<file path="src/rtl/tinyrisc_pkg.sv">
// Shared encodings for the tinyrisc RV32I core: opcodes, funct fields,
// zero constants, write-enable levels and small field-legality helpers.
package tinyrisc_pkg;

    typedef enum logic [6:0] {
        OPC_LOAD   = 7'b0000011,
        OPC_OP_IMM = 7'b0010011,
        OPC_AUIPC  = 7'b0010111,
        OPC_STORE  = 7'b0100011,
        OPC_OP     = 7'b0110011,
        OPC_LUI    = 7'b0110111,
        OPC_BRANCH = 7'b1100011,
        OPC_JALR   = 7'b1100111,
        OPC_JAL    = 7'b1101111,
        OPC_SYSTEM = 7'b1110011
    } opcode_e;

    // ALU funct3
    localparam logic [2:0] F3_ADD_SUB = 3'b000;
    localparam logic [2:0] F3_SLL     = 3'b001;
    localparam logic [2:0] F3_SRL_SRA = 3'b101;

    // Load / store widths
    localparam logic [2:0] F3_LB  = 3'b000;
    localparam logic [2:0] F3_LH  = 3'b001;
    localparam logic [2:0] F3_LW  = 3'b010;
    localparam logic [2:0] F3_LBU = 3'b100;
    localparam logic [2:0] F3_LHU = 3'b101;
    localparam logic [2:0] F3_SB  = 3'b000;
    localparam logic [2:0] F3_SH  = 3'b001;
    localparam logic [2:0] F3_SW  = 3'b010;

    // Branch funct3 codes with no defined instruction
    localparam logic [2:0] F3_BR_RSV0 = 3'b010;
    localparam logic [2:0] F3_BR_RSV1 = 3'b011;

    // JALR and SYSTEM
    localparam logic [2:0] F3_JALR    = 3'b000;
    localparam logic [2:0] F3_PRIV    = 3'b000;
    localparam logic [2:0] F3_CSR_RSV = 3'b100;

    localparam logic [6:0] F7_BASE = 7'b0000000;
    localparam logic [6:0] F7_ALT  = 7'b0100000;

    localparam logic [31:0] ZeroWord     = 32'h0000_0000;
    localparam logic [4:0]  ZeroReg      = 5'd0;
    localparam logic        WriteEnable  = 1'b1;
    localparam logic        WriteDisable = 1'b0;

    // Register-register ops: funct7 0100000 only selects SUB and SRA.
    function automatic logic op_funct_ok(input logic [2:0] f3, input logic [6:0] f7);
        return (f7 == F7_BASE) ||
               ((f7 == F7_ALT) && ((f3 == F3_ADD_SUB) || (f3 == F3_SRL_SRA)));
    endfunction

    // Immediate shifts reuse the upper immediate bits as funct7.
    function automatic logic shift_imm_ok(input logic [2:0] f3, input logic [6:0] f7);
        if (f3 == F3_SLL)     return f7 == F7_BASE;
        if (f3 == F3_SRL_SRA) return (f7 == F7_BASE) || (f7 == F7_ALT);
        return 1'b1;
    endfunction

endpackage

</file>
<file path="src/rtl/id_decode.sv">
// Pure combinational RV32I decoder: fields, immediates, operand selection,
// register-use flags and illegal-instruction detection.
module id_decode
    import tinyrisc_pkg::*;
#(
    parameter int XLEN       = 32,
    parameter int RADDR_W    = 5,
    parameter bit CSR_EN     = 1'b1,
    parameter int CSR_ADDR_W = 32
) (
    input  logic [31:0]          inst,
    input  logic [XLEN-1:0]      inst_addr,
    input  logic [XLEN-1:0]      reg1_rdata,
    input  logic [XLEN-1:0]      reg2_rdata,
    input  logic [XLEN-1:0]      csr_rdata,
    output logic [RADDR_W-1:0]   rs1_addr,
    output logic [RADDR_W-1:0]   rs2_addr,
    output logic                 rs1_used,
    output logic                 rs2_used,
    output logic [CSR_ADDR_W-1:0] csr_addr,
    output logic [XLEN-1:0]      csr_data,
    output logic [XLEN-1:0]      op1,
    output logic [XLEN-1:0]      op2,
    output logic [XLEN-1:0]      op1_jump,
    output logic [XLEN-1:0]      op2_jump,
    output logic                 regw_enable,
    output logic [RADDR_W-1:0]   regw_addr,
    output logic                 mem_read,
    output logic                 mem_write,
    output logic                 csrw_enable,
    output logic                 illegal
);

    logic [6:0]      opcode;
    logic [4:0]      rd;
    logic [4:0]      rs1;
    logic [4:0]      rs2;
    logic [2:0]      f3;
    logic [6:0]      f7;
    logic [XLEN-1:0] imm_i;
    logic [XLEN-1:0] imm_s;
    logic [XLEN-1:0] imm_b;
    logic [XLEN-1:0] imm_j;
    logic [XLEN-1:0] imm_u;
    logic [XLEN-1:0] zimm;
    logic            writes_rd;
    logic            csr_sel;

    assign opcode = inst[6:0];
    assign rd     = inst[11:7];
    assign f3     = inst[14:12];
    assign rs1    = inst[19:15];
    assign rs2    = inst[24:20];
    assign f7     = inst[31:25];

    assign imm_i = XLEN'($signed(inst[31:20]));
    assign imm_s = XLEN'($signed({inst[31:25], inst[11:7]}));
    assign imm_b = XLEN'($signed({inst[31], inst[7], inst[30:25], inst[11:8], 1'b0}));
    assign imm_j = XLEN'($signed({inst[31], inst[19:12], inst[20], inst[30:21], 1'b0}));
    assign imm_u = XLEN'($signed({inst[31:12], 12'h000}));
    assign zimm  = XLEN'(rs1);

    // Classify the opcode and select operands; anything unmatched is illegal.
    always_comb begin
        // NOTE: every output of this block gets a default first, so no path
        // through the case can leave a signal unassigned and infer a latch.
        rs1_used    = 1'b0;
        rs2_used    = 1'b0;
        writes_rd   = 1'b0;
        csr_sel     = 1'b0;
        op1         = '0;
        op2         = '0;
        op1_jump    = '0;
        op2_jump    = '0;
        mem_read    = 1'b0;
        mem_write   = 1'b0;
        csrw_enable = WriteDisable;
        illegal     = 1'b0;
        case (opcode)
            OPC_OP_IMM: begin
                if (shift_imm_ok(f3, f7)) begin
                    rs1_used  = 1'b1;
                    writes_rd = 1'b1;
                    op1       = reg1_rdata;
                    op2       = imm_i;
                end else begin
                    illegal = 1'b1;
                end
            end
            OPC_OP: begin
                if (op_funct_ok(f3, f7)) begin
                    rs1_used  = 1'b1;
                    rs2_used  = 1'b1;
                    writes_rd = 1'b1;
                    op1       = reg1_rdata;
                    op2       = reg2_rdata;
                end else begin
                    illegal = 1'b1;
                end
            end
            OPC_LOAD: begin
                if (f3 inside {F3_LB, F3_LH, F3_LW, F3_LBU, F3_LHU}) begin
                    rs1_used  = 1'b1;
                    writes_rd = 1'b1;
                    mem_read  = 1'b1;
                    op1       = reg1_rdata;
                    op2       = imm_i;
                end else begin
                    illegal = 1'b1;
                end
            end
            OPC_STORE: begin
                if (f3 inside {F3_SB, F3_SH, F3_SW}) begin
                    rs1_used  = 1'b1;
                    rs2_used  = 1'b1;
                    mem_write = 1'b1;
                    op1       = reg1_rdata;
                    op2       = imm_s;
                end else begin
                    illegal = 1'b1;
                end
            end
            OPC_BRANCH: begin
                if ((f3 != F3_BR_RSV0) && (f3 != F3_BR_RSV1)) begin
                    rs1_used = 1'b1;
                    rs2_used = 1'b1;
                    op1      = reg1_rdata;
                    op2      = reg2_rdata;
                    op1_jump = inst_addr;
                    op2_jump = imm_b;
                end else begin
                    illegal = 1'b1;
                end
            end
            OPC_JAL: begin
                writes_rd = 1'b1;
                op1       = inst_addr;
                op2       = XLEN'(4);
                op1_jump  = inst_addr;
                op2_jump  = imm_j;
            end
            OPC_JALR: begin
                if (f3 == F3_JALR) begin
                    rs1_used  = 1'b1;
                    writes_rd = 1'b1;
                    op1       = inst_addr;
                    op2       = XLEN'(4);
                    op1_jump  = reg1_rdata;
                    op2_jump  = imm_i;
                end else begin
                    illegal = 1'b1;
                end
            end
            OPC_LUI: begin
                writes_rd = 1'b1;
                op2       = imm_u;
            end
            OPC_AUIPC: begin
                writes_rd = 1'b1;
                op1       = inst_addr;
                op2       = imm_u;
            end
            OPC_SYSTEM: begin
                if (CSR_EN && (f3 != F3_PRIV) && (f3 != F3_CSR_RSV)) begin
                    // funct3[2] selects the 5-bit zero-extended immediate form.
                    rs1_used    = !f3[2];
                    writes_rd   = 1'b1;
                    csr_sel     = 1'b1;
                    csrw_enable = WriteEnable;
                    op1         = f3[2] ? zimm : reg1_rdata;
                end else begin
                    illegal = 1'b1;
                end
            end
            default: illegal = 1'b1;
        endcase
    end

    // Unused read ports and non-written rd collapse to zero; x0 is never written.
    assign rs1_addr    = rs1_used ? RADDR_W'(rs1) : '0;
    assign rs2_addr    = rs2_used ? RADDR_W'(rs2) : '0;
    assign regw_addr   = writes_rd ? RADDR_W'(rd) : '0;
    assign regw_enable = (writes_rd && (rd != ZeroReg)) ? WriteEnable : WriteDisable;
    assign csr_addr    = csr_sel ? CSR_ADDR_W'(inst[31:20]) : '0;
    assign csr_data    = csr_sel ? csr_rdata : '0;

endmodule

</file>
<file path="src/rtl/id_stage_pipe.sv">
// Registered decode stage: load-use hazard detection, fetch/ex handshake,
// jump flush and the ID/EX pipeline register.
module id_stage_pipe
    import tinyrisc_pkg::*;
#(
    parameter int XLEN       = 32,
    parameter int RADDR_W    = 5,
    parameter bit CSR_EN     = 1'b1,
    parameter int CSR_ADDR_W = 32
) (
    input  logic                  clk,
    input  logic                  rst,
    input  logic                  if_valid_i,
    input  logic [31:0]           inst_i,
    input  logic [XLEN-1:0]       inst_addr_i,
    output logic                  id_ready_o,
    output logic [RADDR_W-1:0]    regr1_addr_o,
    output logic [RADDR_W-1:0]    regr2_addr_o,
    input  logic [XLEN-1:0]       reg1_rdata_i,
    input  logic [XLEN-1:0]       reg2_rdata_i,
    output logic [CSR_ADDR_W-1:0] csrr_addr_o,
    input  logic [XLEN-1:0]       csr_rdata_i,
    input  logic                  ex_ready_i,
    input  logic                  ex_jump_flag_i,
    output logic                  id_valid_o,
    output logic [31:0]           inst_o,
    output logic [XLEN-1:0]       inst_addr_o,
    output logic [XLEN-1:0]       op1_o,
    output logic [XLEN-1:0]       op2_o,
    output logic [XLEN-1:0]       op1_jump_o,
    output logic [XLEN-1:0]       op2_jump_o,
    output logic [XLEN-1:0]       reg1_rdata_o,
    output logic [XLEN-1:0]       reg2_rdata_o,
    output logic                  regw_enable_o,
    output logic [RADDR_W-1:0]    regw_addr_o,
    output logic                  mem_read_o,
    output logic                  mem_write_o,
    output logic                  csrw_enable_o,
    output logic [CSR_ADDR_W-1:0] csrw_addr_o,
    output logic [XLEN-1:0]       csrw_data_o,
    output logic                  illegal_o
);

    logic                  dec_rs1_used;
    logic                  dec_rs2_used;
    logic [CSR_ADDR_W-1:0] dec_csr_addr;
    logic [XLEN-1:0]       dec_csr_data;
    logic [XLEN-1:0]       dec_op1;
    logic [XLEN-1:0]       dec_op2;
    logic [XLEN-1:0]       dec_op1_jump;
    logic [XLEN-1:0]       dec_op2_jump;
    logic                  dec_regw_enable;
    logic [RADDR_W-1:0]    dec_regw_addr;
    logic                  dec_mem_read;
    logic                  dec_mem_write;
    logic                  dec_csrw_enable;
    logic                  dec_illegal;
    logic                  load_ok;
    logic                  hazard;

    id_decode #(
        .XLEN       (XLEN),
        .RADDR_W    (RADDR_W),
        .CSR_EN     (CSR_EN),
        .CSR_ADDR_W (CSR_ADDR_W)
    ) u_decode (
        .inst        (inst_i),
        .inst_addr   (inst_addr_i),
        .reg1_rdata  (reg1_rdata_i),
        .reg2_rdata  (reg2_rdata_i),
        .csr_rdata   (csr_rdata_i),
        .rs1_addr    (regr1_addr_o),
        .rs2_addr    (regr2_addr_o),
        .rs1_used    (dec_rs1_used),
        .rs2_used    (dec_rs2_used),
        .csr_addr    (dec_csr_addr),
        .csr_data    (dec_csr_data),
        .op1         (dec_op1),
        .op2         (dec_op2),
        .op1_jump    (dec_op1_jump),
        .op2_jump    (dec_op2_jump),
        .regw_enable (dec_regw_enable),
        .regw_addr   (dec_regw_addr),
        .mem_read    (dec_mem_read),
        .mem_write   (dec_mem_write),
        .csrw_enable (dec_csrw_enable),
        .illegal     (dec_illegal)
    );

    assign csrr_addr_o = dec_csr_addr;

    // A load in ID/EX whose rd feeds the fetched instruction forces one bubble.
    assign load_ok    = !id_valid_o || ex_ready_i;
    assign hazard     = id_valid_o && mem_read_o && (regw_addr_o != RADDR_W'(ZeroReg)) &&
                        ((dec_rs1_used && (regr1_addr_o == regw_addr_o)) ||
                         (dec_rs2_used && (regr2_addr_o == regw_addr_o)));
    assign id_ready_o = ex_jump_flag_i || (load_ok && !hazard);

    // ID/EX register: reset, flush, bubble, capture, drain, else hold.
    always_ff @(posedge clk) begin
        // NOTE: state uses non-blocking assignments so every register samples
        // the pre-edge values, independent of statement order.
        if (!rst) begin
            // NOTE: the whole register is cleared, not just the valid bit,
            // so downstream sees all-zero fields straight out of reset.
            id_valid_o    <= 1'b0;
            inst_o        <= ZeroWord;
            inst_addr_o   <= '0;
            op1_o         <= '0;
            op2_o         <= '0;
            op1_jump_o    <= '0;
            op2_jump_o    <= '0;
            reg1_rdata_o  <= '0;
            reg2_rdata_o  <= '0;
            regw_enable_o <= WriteDisable;
            regw_addr_o   <= '0;
            mem_read_o    <= 1'b0;
            mem_write_o   <= 1'b0;
            csrw_enable_o <= WriteDisable;
            csrw_addr_o   <= '0;
            csrw_data_o   <= '0;
            illegal_o     <= 1'b0;
        end else if (ex_jump_flag_i) begin
            id_valid_o <= 1'b0;
        end else if (load_ok) begin
            if (hazard) begin
                id_valid_o <= 1'b0;
            end else if (if_valid_i) begin
                id_valid_o    <= 1'b1;
                inst_o        <= inst_i;
                inst_addr_o   <= inst_addr_i;
                op1_o         <= dec_op1;
                op2_o         <= dec_op2;
                op1_jump_o    <= dec_op1_jump;
                op2_jump_o    <= dec_op2_jump;
                reg1_rdata_o  <= reg1_rdata_i;
                reg2_rdata_o  <= reg2_rdata_i;
                regw_enable_o <= dec_regw_enable;
                regw_addr_o   <= dec_regw_addr;
                mem_read_o    <= dec_mem_read;
                mem_write_o   <= dec_mem_write;
                csrw_enable_o <= dec_csrw_enable;
                csrw_addr_o   <= dec_csr_addr;
                csrw_data_o   <= dec_csr_data;
                illegal_o     <= dec_illegal;
            end else begin
                id_valid_o <= 1'b0;
            end
        end
    end

endmodule

</file>
<file path="config.mk">
export PLATFORM = sky130hd
export DESIGN_NAME = id_stage_pipe
export DESIGN_NICKNAME = d
export VERILOG_FILES = /design/src/rtl/tinyrisc_pkg.sv /design/src/rtl/id_decode.sv /design/src/rtl/id_stage_pipe.sv
export SDC_FILE = /design/constraint.sdc
export NUM_CORES = 1
export LEC_CHECK = 0
export BUFFER_PORTS_ARGS = -buffer_cell sky130_fd_sc_hd__buf_2
export CORE_AREA = 3 3 209 211
export DETAILED_ROUTE_END_ITERATION = 8
export DIE_AREA = 0 0 212 214
export PLACE_DENSITY = 0.67
export SKIP_CTS_REPAIR_TIMING = 1
export SYNTH_ARGS = -nofsm -noshare
export SYNTH_HDL_FRONTEND = slang
export SYNTH_SLANG_ARGS = --single-unit
</file>
<file path="constraint.sdc">
create_clock -name clk -period 4.4 [get_ports clk]
set_clock_uncertainty 0.1 [all_clocks]
set_input_delay 0.22 -clock clk [delete_from_list [all_inputs] [get_ports clk]]
set_output_delay 0.22 -clock clk [all_outputs]
set_load 0.05 [all_outputs]
</file>
==> results.ini <==
[status]
run_status = finished clean

[critical_path]
worst_setup_path_end_kind = output port
cp_cell_sequence = dlygate4sd3_1 -> buf_2 -> nor4_1 -> a311oi_2 -> o31ai_4 -> nor4_4 -> o21bai_4 -> buf_4 -> a21o_1 -> buf_2
reg2reg_to = id_valid_o
timing.critical_path.buf_inv = 4
timing.critical_path.mode_cell = sky130_fd_sc_hd__buf_2
critical_path.slowest_cell = sky130_fd_sc_hd__nor4_1
path_delay_family = buffers and inverters
required_ns = 4.08
slowest_delay_ns = 0.62
crit-reg2reg-launch = regw_addr_o[0]
endpoint_arrival_time_on_the_critical_path_ns = 3.61
path_max_fanout = 60
setup.reg_to_reg.worst_slack_ns = 0.92
timing.reg2reg.worst_path_depth = 9
path_class = input pin to output port
sort_of_element_at_the_start_of_the_critical_path = input pin

[synthesis]
synth-main-ff-cell = sky130_fd_sc_hd__dfxtp_1
postSynthAreaPerCell_sq_um = 8.97
synth.most_common_cell = sky130_fd_sc_hd__dfxtp_1
syn-cell-area_sq_um = 12800
ys_top_cells_by_count = 300 x sky130_fd_sc_hd__dfxtp_1, 216 x sky130_fd_sc_hd__a21oi_1, 150 x sky130_fd_sc_hd__o21ai_0, 137 x sky130_fd_sc_hd__nand3_1, 93 x sky130_fd_sc_hd__clkbuf_1
synthDominantCellAreaShare_pct = 46.8
synth_edf_count = 0
synth.largest_area_cell = sky130_fd_sc_hd__dfxtp_1
synth.area.top_cells = sky130_fd_sc_hd__dfxtp_1 47%, sky130_fd_sc_hd__a21oi_1 8.4%, sky130_fd_sc_hd__o21ai_0 5.9%
synth-seq-area-share_pct = 46.8
ys_ff_latch = 300
synthDistinctLibCells = 57
number_of_warnings_reported_in_the_yosys_synthesis_log = 0
syn_inst = 1430
ys_async_sr_fraction_pct = 0

[sta]
period_minus_slack_ns = 3.93
drv_slew = 0
fmaxAchievable_mhz = 254
setup_violations = 0
final_worst_path_cycle_share_pct = 89.4
rsz0062_at_grt = false
timing_hold_violations_final = 0
finalSetupTns_ns = 0
timing_worst_slew_pin_value_ns = 1.01
max-slew-margin-rel_pct = 32.8
fin_ws_ns = 0.465

[floorplanning]
chipWidth_um = 212
row_count = 75
core_sq_um = 41900
effective_utilization_at_floorplan_pct = 30.6
fp.dieH_um = 214
ioPinCount = 539
die_area_sq_um = 45400

[clocking]
cts.sinks = 300
cts_max_level = 2
cts_root_buf = sky130_fd_sc_hd__clkbuf_16
clkSlewWorstSetupHoldPaths_ns = 0.06
clock_tree.buffer_depth = 3
cts_inserted_buffers = 36
worstSkewPairLatency_ns = 0.54
cts_tree = done

[drt]
postRouteAntennaNets = 0
drcViolationCount = 0
drt-vias-per-instance = 5.57
drt_iter0_drc = 1381
routedWlPerCell_um = 23.0
vias = 14000
dr.pass1.iters = 5
routed_wire_length_mm = 58.0

[global_routing]
maximum_number_of_pins_on_one_net_before_global_route_repair = 182
grt.busiest_layer = met2
globalRouteMet3Util_pct = 6.44
grt_overflow = 0
antenna_found_initial = 3
grt_pass1_vias = 12700
grt.total_usage_pct = 23.1
grt_first_pass_wirelength_mm = 81.4
met1_usage_pct = 28.5
globalRouteMet2Util_pct = 38.0

[worst_hold_path]
worst_hold_endpoint = inst_o[25]
hold_path.class = input pin to flip-flop
hold_path_depth = 3
worst_hold_startpoint = inst_i[25]

[layout]
nets = 2123
post_route_cells_drive_above_1_share_pct = 31.5
fillCellCount = 4000
fin_util_pct = 42.7
area.growth.synth_to_final_pct = 39.5

[place]
routability_congestion_estimate = 0.867
place.detailed.hpwl_mm = 38.2
detailedPlace.worstSlack_ns = 0.779
portBuffers = 498

[flow_run]
cap_violations = 0

[pwr]
power_density_nw_per_um2 = 392
vdd.ir_drop.worst_uv = 249
p_total_mw = 7.02
p_leak_nw = 7.72

-- flip-flops by register name (all words and copies together), names as in the netlist, 32 cells and up --
| name | cells |
|---|---|
| csrw_data_o | 32 |
| inst_addr_o | 32 |
| inst_o | 32 |
| op1_jump_o | 32 |
| op1_o | 32 |
| op2_o | 32 |
| reg1_rdata_o | 32 |
| reg2_rdata_o | 32 |
-- per-stage QoR --
stage                     instances  hold WS [ns]  area [sq um]
after floorplan                1469         0.199         13000
after global placement         2311         0.330         15300
after detailed placement       2311         0.335         15300
after CTS                      2373        -0.238         16400
after global routing           2521      -0.00105         17900
final                          2522       0.00379         17900
-- tightest hold or removal path: stages --
cell                      delay, ns
sky130_fd_sc_hd__buf_2         0.20
sky130_fd_sc_hd__nand3_1       0.11
sky130_fd_sc_hd__a21oi_1       0.06
-- per-layer routing --
layer  vias up  part of all wire [%]
li1       6333                     -
met1      6713                    39
met2       831                    47
met3       157                   9.7
met4         4                   4.1
met5         -                 0.048
-- kinds of logic (layout without fill, tap and decap cells) --
family                 count (synthesis)  count (layout)  synth area share (%)
AO/OA/AOI/OAI                        636             636                  32.0
XOR/XNOR                              11              11                 0.751
buffers and inverters                222             735                  8.85
flip-flops                           300             300                  46.8
multiplexers                           7               7                 0.595
other                                  1              41                0.0292
AND/OR/NAND/NOR                      253             253                  10.9
-- worst max path at each step --
| stage | slack, ns | cells after the start | to | startpoint |
|---|---|---|---|---|
| after floorplan | 1.47 | 9 | id_ready_o | regw_addr_o[0] |
| after global placement | 0.92 | 9 | op2_o[31] | inst_i[14] |
| after detailed placement | 0.78 | 9 | op1_jump_o[25] | inst_i[14] |
| after CTS | 0.63 | 8 | id_ready_o | regw_addr_o[0] |
| after global routing | 0.26 | 10 | id_ready_o | inst_i[31] |
| final | 0.47 | 10 | id_ready_o | inst_i[31] |
-- cell type report --
cell class	instances	area, sq um	share of cell area [%]
Sequential cell	300	6010	33.6
Multi-Input combinational cell	947	5890	32.9
Timing Repair Buffer	665	4180	23.3
Clock buffer	52	1040	5.82
Tap cell	539	674	3.77
Clock inverter	10	73.8	0.412
Inverter	8	35.0	0.196
Antenna cell	1	2.50	0.0140
-- report_power, final --
part	switching, mW	internal [mW]
Clock	1.21	1.65
Combinational	0.923	0.344
Sequential	0.0603	2.83
-- placed cells by master (no fill, tap or decap), types with 6 or more instances in the layout --
cell type                       count
sky130_fd_sc_hd__nand2_1           22
sky130_fd_sc_hd__clkbuf_8           6
sky130_fd_sc_hd__nand3_1          137
sky130_fd_sc_hd__buf_4             14
sky130_fd_sc_hd__a21oi_1          215
sky130_fd_sc_hd__dlygate4sd3_1    148
sky130_fd_sc_hd__and3_1             8
sky130_fd_sc_hd__xor2_1             6
sky130_fd_sc_hd__nand4_1           13
sky130_fd_sc_hd__o21ai_0          150
sky130_fd_sc_hd__a22oi_1           64
sky130_fd_sc_hd__nor2_1             9
sky130_fd_sc_hd__o221a_2           28
sky130_fd_sc_hd__a222oi_1          10
sky130_fd_sc_hd__dfxtp_1          300
sky130_fd_sc_hd__a22o_1            63
sky130_fd_sc_hd__clkbuf_16         37
sky130_fd_sc_hd__clkbuf_1           9
sky130_fd_sc_hd__o21a_1             8
sky130_fd_sc_hd__and2_1            17
sky130_fd_sc_hd__a211oi_1          74
sky130_fd_sc_hd__a221oi_1           7
sky130_fd_sc_hd__inv_1              7
sky130_fd_sc_hd__conb_1            40
sky130_fd_sc_hd__buf_2            498
(Power assumes the default switching activity.)
